$ cat config.mk
export PLATFORM = sky130hd
export DESIGN_NAME = bpm_hist_ctrl
export DESIGN_NICKNAME = d
export VERILOG_FILES = /design/src/rtl/bpm_hist_ctrl.sv
export SDC_FILE = /design/constraint.sdc
export NUM_CORES = 1
export LEC_CHECK = 0
export ABC_AREA = 1
export CORE_UTILIZATION = 34
export CTS_CLUSTER_DIAMETER = 50
export DETAILED_ROUTE_END_ITERATION = 10
export PLACE_DENSITY_LB_ADDON = 0.15
export REMOVE_ABC_BUFFERS = 1
export SLEW_MARGIN = 10
export SYNTH_ARGS = -nofsm -noshare
export SYNTH_HDL_FRONTEND = slang
export SYNTH_SLANG_ARGS = --single-unit
export TNS_END_PERCENT = 5
$ cat constraint.sdc
create_clock -name clk -period 17.15 [get_ports clk]
set_clock_uncertainty 0.2 [all_clocks]
set_input_delay 5.145 -clock clk [delete_from_list [all_inputs] [get_ports clk]]
set_output_delay 5.145 -clock clk [all_outputs]
set_load 0.02 [all_outputs]
$ cat src/rtl/bpm_hist_ctrl.sv
// bpm_hist_ctrl: sequencing controller for the 4 x 128-bit BPM history RAM.
// Packs 8-bit BPM samples 16 to a line, commits full or flushed lines into
// the RAM as a ring buffer, and serves single-line reads by age (0 = newest).
// Optional build macro BPM_HIST_AVG_EN adds a per-line average output
// (line_avg/avg_valid) computed by a sequential restoring divider.
module bpm_hist_ctrl #(
    parameter int SAMPLE_W = 8,
    parameter int LINE_W   = 128,
    parameter int DEPTH    = 4,
    parameter int ADDR_W   = 2
) (
    input  logic                clk,
    input  logic                reset,
    input  logic                bpm_valid,
    input  logic [SAMPLE_W-1:0] bpm_in,
    input  logic                flush,
    output logic                ram_we,
    output logic [ADDR_W-1:0]   ram_addr_in,
    output logic [LINE_W-1:0]   ram_din,
    output logic [ADDR_W-1:0]   ram_addr_out,
    input  logic [LINE_W-1:0]   ram_dout,
    input  logic                rd_req,
    input  logic [ADDR_W-1:0]   rd_age,
    output logic                rd_ready,
    output logic                rd_valid,
    output logic                rd_err,
    output logic [LINE_W-1:0]   rd_data,
    output logic [ADDR_W:0]     lines_valid
`ifdef BPM_HIST_AVG_EN
    ,
    output logic [SAMPLE_W-1:0] line_avg,
    output logic                avg_valid
`endif
);

    localparam int SPL   = LINE_W / SAMPLE_W;
    localparam int CNT_W = $clog2(SPL);
    localparam int LV_W  = ADDR_W + 1;

    typedef enum logic [1:0] {RD_IDLE, RD_ADDR, RD_CAP} rd_state_e;

    // Fill buffer and commit path
    logic [LINE_W-1:0] fill_q, fill_d, line_w;
    logic [CNT_W-1:0]  fill_cnt_q, fill_cnt_d;
    logic              line_done;
    logic              ram_we_q;
    logic [ADDR_W-1:0] wr_ptr_q, wr_ptr_nxt;
    logic [LINE_W-1:0] ram_din_q;
    logic [LV_W-1:0]   lines_valid_q;

    // Read FSM
    rd_state_e         rd_state_q;
    logic              rd_bad_q;
    logic [ADDR_W-1:0] ram_addr_out_q;
    logic              rd_ready_q, rd_valid_q, rd_err_q;
    logic [LINE_W-1:0] rd_data_q;
    logic              hit_now, hit_next;

    // Merge any same-cycle sample into the line and decide whether it closes.
    // NOTE: every always_comb output gets a default first so no latch is inferred.
    always_comb begin
        line_w = fill_q;
        if (bpm_valid) begin
            line_w[int'(fill_cnt_q)*SAMPLE_W +: SAMPLE_W] = bpm_in;
        end
        line_done  = (bpm_valid && (fill_cnt_q == CNT_W'(SPL-1))) ||
                     (flush && (bpm_valid || (fill_cnt_q != '0)));
        fill_d     = line_w;
        fill_cnt_d = fill_cnt_q + CNT_W'(bpm_valid);
        if (line_done) begin
            fill_d     = '0;
            fill_cnt_d = '0;
        end
    end

    // Write pointer as it will be after this cycle's commit (if any).
    assign wr_ptr_nxt = ram_we_q ? (wr_ptr_q + ADDR_W'(1)) : wr_ptr_q;

    // A commit lands on the latched read address in this cycle or the next.
    assign hit_now  = ram_we_q  && (wr_ptr_q   == ram_addr_out_q);
    assign hit_next = line_done && (wr_ptr_nxt == ram_addr_out_q);

    // Packing, commit strobe and ring-buffer bookkeeping.
    // NOTE: sequential state uses <= only, so every reader sees the pre-edge value.
    always_ff @(posedge clk or posedge reset) begin
        if (reset) begin
            fill_q        <= '0;
            fill_cnt_q    <= '0;
            ram_we_q      <= 1'b0;
            ram_din_q     <= '0;
            wr_ptr_q      <= '0;
            lines_valid_q <= '0;
        end else begin
            fill_q     <= fill_d;
            fill_cnt_q <= fill_cnt_d;
            ram_we_q   <= line_done;
            if (line_done) begin
                ram_din_q <= line_w;
            end
            if (ram_we_q) begin
                wr_ptr_q <= wr_ptr_q + ADDR_W'(1);
                if (lines_valid_q != LV_W'(DEPTH)) begin
                    lines_valid_q <= lines_valid_q + LV_W'(1);
                end
            end
        end
    end

    // Read FSM: accept in IDLE, let the RAM settle in ADDR, present in CAP.
    // The line is registered on the ADDR->CAP edge so rd_valid appears two
    // cycles after acceptance; an invalid age walks the same path so both
    // outcomes share that latency.
    always_ff @(posedge clk or posedge reset) begin
        if (reset) begin
            rd_state_q     <= RD_IDLE;
            rd_bad_q       <= 1'b0;
            ram_addr_out_q <= '0;
            rd_ready_q     <= 1'b1;
            rd_valid_q     <= 1'b0;
            rd_err_q       <= 1'b0;
            rd_data_q      <= '0;
        end else begin
            rd_valid_q <= 1'b0;
            case (rd_state_q)
                RD_IDLE: begin
                    if (rd_req) begin
                        rd_ready_q <= 1'b0;
                        rd_state_q <= RD_ADDR;
                        rd_bad_q   <= ({1'b0, rd_age} >= lines_valid_q);
                        if ({1'b0, rd_age} < lines_valid_q) begin
                            ram_addr_out_q <= wr_ptr_q - ADDR_W'(1) - rd_age;
                        end
                    end
                end
                RD_ADDR: begin
                    rd_valid_q <= 1'b1;
                    rd_state_q <= RD_CAP;
                    if (rd_bad_q || hit_now || hit_next) begin
                        rd_err_q  <= 1'b1;
                        rd_data_q <= '0;
                    end else begin
                        rd_err_q  <= 1'b0;
                        rd_data_q <= ram_dout;
                    end
                end
                RD_CAP: begin
                    rd_ready_q <= 1'b1;
                    rd_state_q <= RD_IDLE;
                end
                default: begin
                    rd_ready_q <= 1'b1;
                    rd_state_q <= RD_IDLE;
                end
            endcase
        end
    end

    assign ram_we       = ram_we_q;
    assign ram_addr_in  = wr_ptr_q;
    assign ram_din      = ram_din_q;
    assign ram_addr_out = ram_addr_out_q;
    assign rd_ready     = rd_ready_q;
    assign rd_valid     = rd_valid_q;
    assign rd_err       = rd_err_q;
    assign rd_data      = rd_data_q;
    assign lines_valid  = lines_valid_q;

`ifdef BPM_HIST_AVG_EN
    localparam int ACC_W  = 12;
    localparam int NUM_W  = CNT_W + 1;
    localparam int STEP_W = $clog2(SAMPLE_W) + 1;

    logic [ACC_W-1:0]    acc_q, acc_sum, avg_sum_q;
    logic [NUM_W-1:0]    avg_cnt_q;
    logic                div_busy_q;
    logic [STEP_W-1:0]   div_step_q;
    logic [NUM_W-1:0]    div_rem_q, div_den_q, rem_nxt;
    logic [SAMPLE_W-1:0] div_num_q, div_quo_q;
    logic [NUM_W:0]      trial;
    logic                qbit;
    logic [SAMPLE_W-1:0] line_avg_q;
    logic                avg_valid_q;

    // Running line sum and one restoring-division step.
    // The sum is below 256*count, so its top bits are already smaller than
    // the divisor and SAMPLE_W steps yield the whole quotient.
    always_comb begin
        acc_sum = acc_q + (bpm_valid ? ACC_W'(bpm_in) : ACC_W'(0));
        trial   = {div_rem_q, div_num_q[SAMPLE_W-1]};
        qbit    = (trial >= {1'b0, div_den_q});
        rem_nxt = qbit ? NUM_W'(trial - {1'b0, div_den_q}) : NUM_W'(trial);
    end

    // Accumulate per line, then divide sum by sample count after each commit.
    always_ff @(posedge clk or posedge reset) begin
        if (reset) begin
            acc_q       <= '0;
            avg_sum_q   <= '0;
            avg_cnt_q   <= '0;
            div_busy_q  <= 1'b0;
            div_step_q  <= '0;
            div_rem_q   <= '0;
            div_den_q   <= '0;
            div_num_q   <= '0;
            div_quo_q   <= '0;
            line_avg_q  <= '0;
            avg_valid_q <= 1'b0;
        end else begin
            avg_valid_q <= 1'b0;
            acc_q       <= line_done ? ACC_W'(0) : acc_sum;
            if (line_done) begin
                avg_sum_q <= acc_sum;
                avg_cnt_q <= NUM_W'(fill_cnt_q) + NUM_W'(bpm_valid);
            end
            if (ram_we_q) begin
                div_busy_q <= 1'b1;
                div_step_q <= '0;
                div_rem_q  <= NUM_W'(avg_sum_q[ACC_W-1:SAMPLE_W]);
                div_num_q  <= avg_sum_q[SAMPLE_W-1:0];
                div_den_q  <= avg_cnt_q;
                div_quo_q  <= '0;
            end else if (div_busy_q) begin
                div_rem_q  <= rem_nxt;
                div_num_q  <= {div_num_q[SAMPLE_W-2:0], 1'b0};
                div_quo_q  <= {div_quo_q[SAMPLE_W-2:0], qbit};
                div_step_q <= div_step_q + STEP_W'(1);
                if (div_step_q == STEP_W'(SAMPLE_W-1)) begin
                    div_busy_q  <= 1'b0;
                    avg_valid_q <= 1'b1;
                    line_avg_q  <= {div_quo_q[SAMPLE_W-2:0], qbit};
                end
            end
        end
    end

    assign line_avg  = line_avg_q;
    assign avg_valid = avg_valid_q;
`endif

endmodule
==> results.py <==
metrics = {
    "timing": {
        "setup_slack_ns": 8.79,
        "rsz0062_at_grt": "no",
        "slew_viol_final": 0,
        "hold_viol": 0,
        "fin_crit_ns": 8.36,
        "fmax_mhz": 120,
        "setup_viol_count_final": 0,
        "fin_hold_ws_ns": 0.273,
        "slew_headroom": 0.320,
        "tns_ns": 0,
        "timing.final.crit_share": 0.488,
        "worstMarginPinSlew_ns": 1.02,
    },
    "run_status": {
        "outcome": "completed",
    },
    "floorplan": {
        "start_util": 0.345,
        "die_width_um": 225,
        "pin_count": 410,
        "core_area_um2": 49000,
        "die_h_um": 225,
        "die-area_um2": 50600,
        "rows": 81,
    },
    "routing": {
        "detail_route.iter0.violations": 931,
        "final_antenna_net_count": 0,
        "dr.pass1.iters": 5,
        "drt_wl_total_um": 51900,
        "wl_per_cell_um": 17.3,
        "via_per_inst": 4.73,
        "via_count": 14200,
        "route.detailed.drc": 0,
    },
    "power_and_ir_drop": {
        "powerDensity_nw_per_um2": 158,
        "leakage_nw": 11.0,
        "vdd_drop_max_mv": 0.0939,
    },
    "synthesis": {
        "synthesis.instances": 1938,
        "netlist_area_um2": 16900,
        "synth_ff_type": "dfrtp_1",
        "ys_top_cells_by_area": "dfrtp_1 59%, nand2_1 15%, nand3_1 6.3%",
        "syn_avg_cell_area_um2": 8.72,
        "synth-seq-area-share": 0.595,
        "synth_area_leader_cell": "dfrtp_1",
        "synth_simple_gate_area_frac": 0.288,
        "synth-compound-area-share": 0.0457,
        "ys_warn_count": 0,
        "async_reset_ff_frac": 1.00,
        "synth_edf_count": 0,
        "synth_top_family_by_area": "simple AND/OR/NAND/NOR gates",
        "ys_ff_latch": 402,
        "synthXorXnorAreaFrac": 0.00570,
        "yosys.area.top_type_share": 0.594,
        "synth_mux_area_frac": 0.000666,
        "synth.distinct_cells": 34,
        "synthAdderAreaFrac": 0.00814,
    },
    "clocking": {
        "numCtsBuffers": 50,
        "clkLatencyLatePin_ns": 0.58,
        "clock_sinks": 402,
        "cts.clk_slew.worst_paths_ns": 0.06,
        "cts_tree": "done",
        "hold_buffers": 0,
        "cts_resized": 0,
        "cts_max_level": 2,
        "cts-root-buf": "clkbuf_16",
        "clockBufferDepth": 3,
        "post-cts-setup-buffers": 0,
    },
    "worst_setup_path": {
        "arrival_ns": 8.67,
        "worstPathRequired_ns": 17.46,
        "crit_path_start_kind": "primary input",
        "worstSetupEndpointType": "flip-flop",
        "path_class": "primary input to flip-flop",
        "path_max_fanout": 114,
    },
    "final_layout": {
        "final_cell_mix": "694 x nand2_1, 409 x clkdlybuf4s50_1, 401 x dfrtp_1, 213 x nand3_1, 158 x nor2_1",
        "multiInputGateArea_um2": 5910,
        "syn_to_final_growth_pct": 35.8,
        "drive_above_1_share": 0.0531,
        "diodes": 0,
        "final_util": 0.469,
        "n_fill_cell": 4689,
        "final_common_cell": "nand2_1",
        "seqCellArea_um2": 10100,
        "fin_cells": 3001,
        "final_net_count": 2452,
    },
    "grt": {
        "grt.total_usage": 0.202,
        "grt_overflow_total": 0,
        "grt_pass1_vias": 13600,
        "grt_max_degree": 161,
        "grt_antenna_before_repair": 0,
        "grt_pass1_wl_um": 79600,
    },
    "placed_design": {
        "pre_cts_ws_ns": 8.16,
        "place.gp.congestion": 0.799,
        "port-buffer-count": 409,
        "dp_hpwl_um": 35300,
        "placedCellCount": 2910,
    },
    "flow_run": {
        "max_cap_viol_count": 0,
    },
    "min_path": {
        "hold_path_class": "flip-flop to flip-flop",
    },
}
-- cell type report --
cell class / count / share of cell area
flip-flops and latches: 402 / 0.438
well taps: 664 / 0.0362
multi-input cells: 1320 / 0.257
repair buffers: 419 / 0.182
inverters: 105 / 0.0178
clock inverters: 21 / 0.00828
clock buffers: 70 / 0.0600
-- synth_stat cells (all sizes together) (2+ instances only) --
cell type,n
nand4,36
dfrtp,401
or2,2
buf,74
ha,11
nor3,12
a21oi,19
xor2,7
xnor2,4
clkbuf,37
nor2,167
inv,104
nand3b,8
o21ai,134
nand3,220
nand2,698
-- metal layers --
| layer | up-vias | part of all wire | global-route usage |
|---|---|---|---|
| li1 | 6912 | - | - |
| met1 | 6879 | 0.44 | 0.278 |
| met2 | 316 | 0.49 | 0.321 |
| met3 | 84 | 0.042 | 0.0329 |
| met4 | 0 | 0.031 | 0.0750 |
| met5 | - | 0 | 0 |
-- registers in the layout, summed over array words and instances (netlist names), 2 cells and up --
signal and cells:
rd_data 128, ram_addr_in 2, lines_valid 3, rd_state_q 2, fill_q 128, ram_addr_out 2
ram_din 128, fill_cnt_q 4
-- report_power, final --
group,internal [W],switching (W),total (W)
sequential,0.00115,0.000126,0.00127
combinational,0.000480,0.000866,0.00135
clock,0.000593,0.000414,0.00101
-- metrics by stage --
stage               area, µm²  total power, W
floorplan               16300         0.00199
global placement        21400         0.00263
detailed placement      21400         0.00264
CTS                     23000         0.00368
global route            23000         0.00383
finish                  23000         0.00362
-- final timing paths --
kind                                from  slack, ns  cells past startpoint     endpoint
min in group asynchronous          reset       4.93                      2  rd_data[15]
setup / recovery               bpm_valid       8.79                      8  rd_data[39]
hold reg to reg              rd_data[41]       0.27                      2  rd_data[41]
setup reg to reg           fill_cnt_q[0]      12.98                     10  rd_data[39]
max in group asynchronous          reset      10.28                      3  ram_din[42]
hold / removal               rd_data[41]       0.27                      2  rd_data[41]
-- cells by family after synthesis --
family | after synthesis
AOI/OAI and AO/OA | 154
xor gates and xnor gates | 11
adders and majority gates | 11
buffers and inverters | 216
DFF | 402
muxes | 1
and+or+nand+nor | 1143
-- worst max-delay path: stages --
cell and delay, ns:
clkdlybuf4s50_1 0.74, o21ai_1 0.39, nand2_8 0.47, nand3b_1 0.26, buf_4 0.53, buf_4 0.73, nand3_1 0.17, nand2_1 0.11
Power figures use the tool's default switching activity.
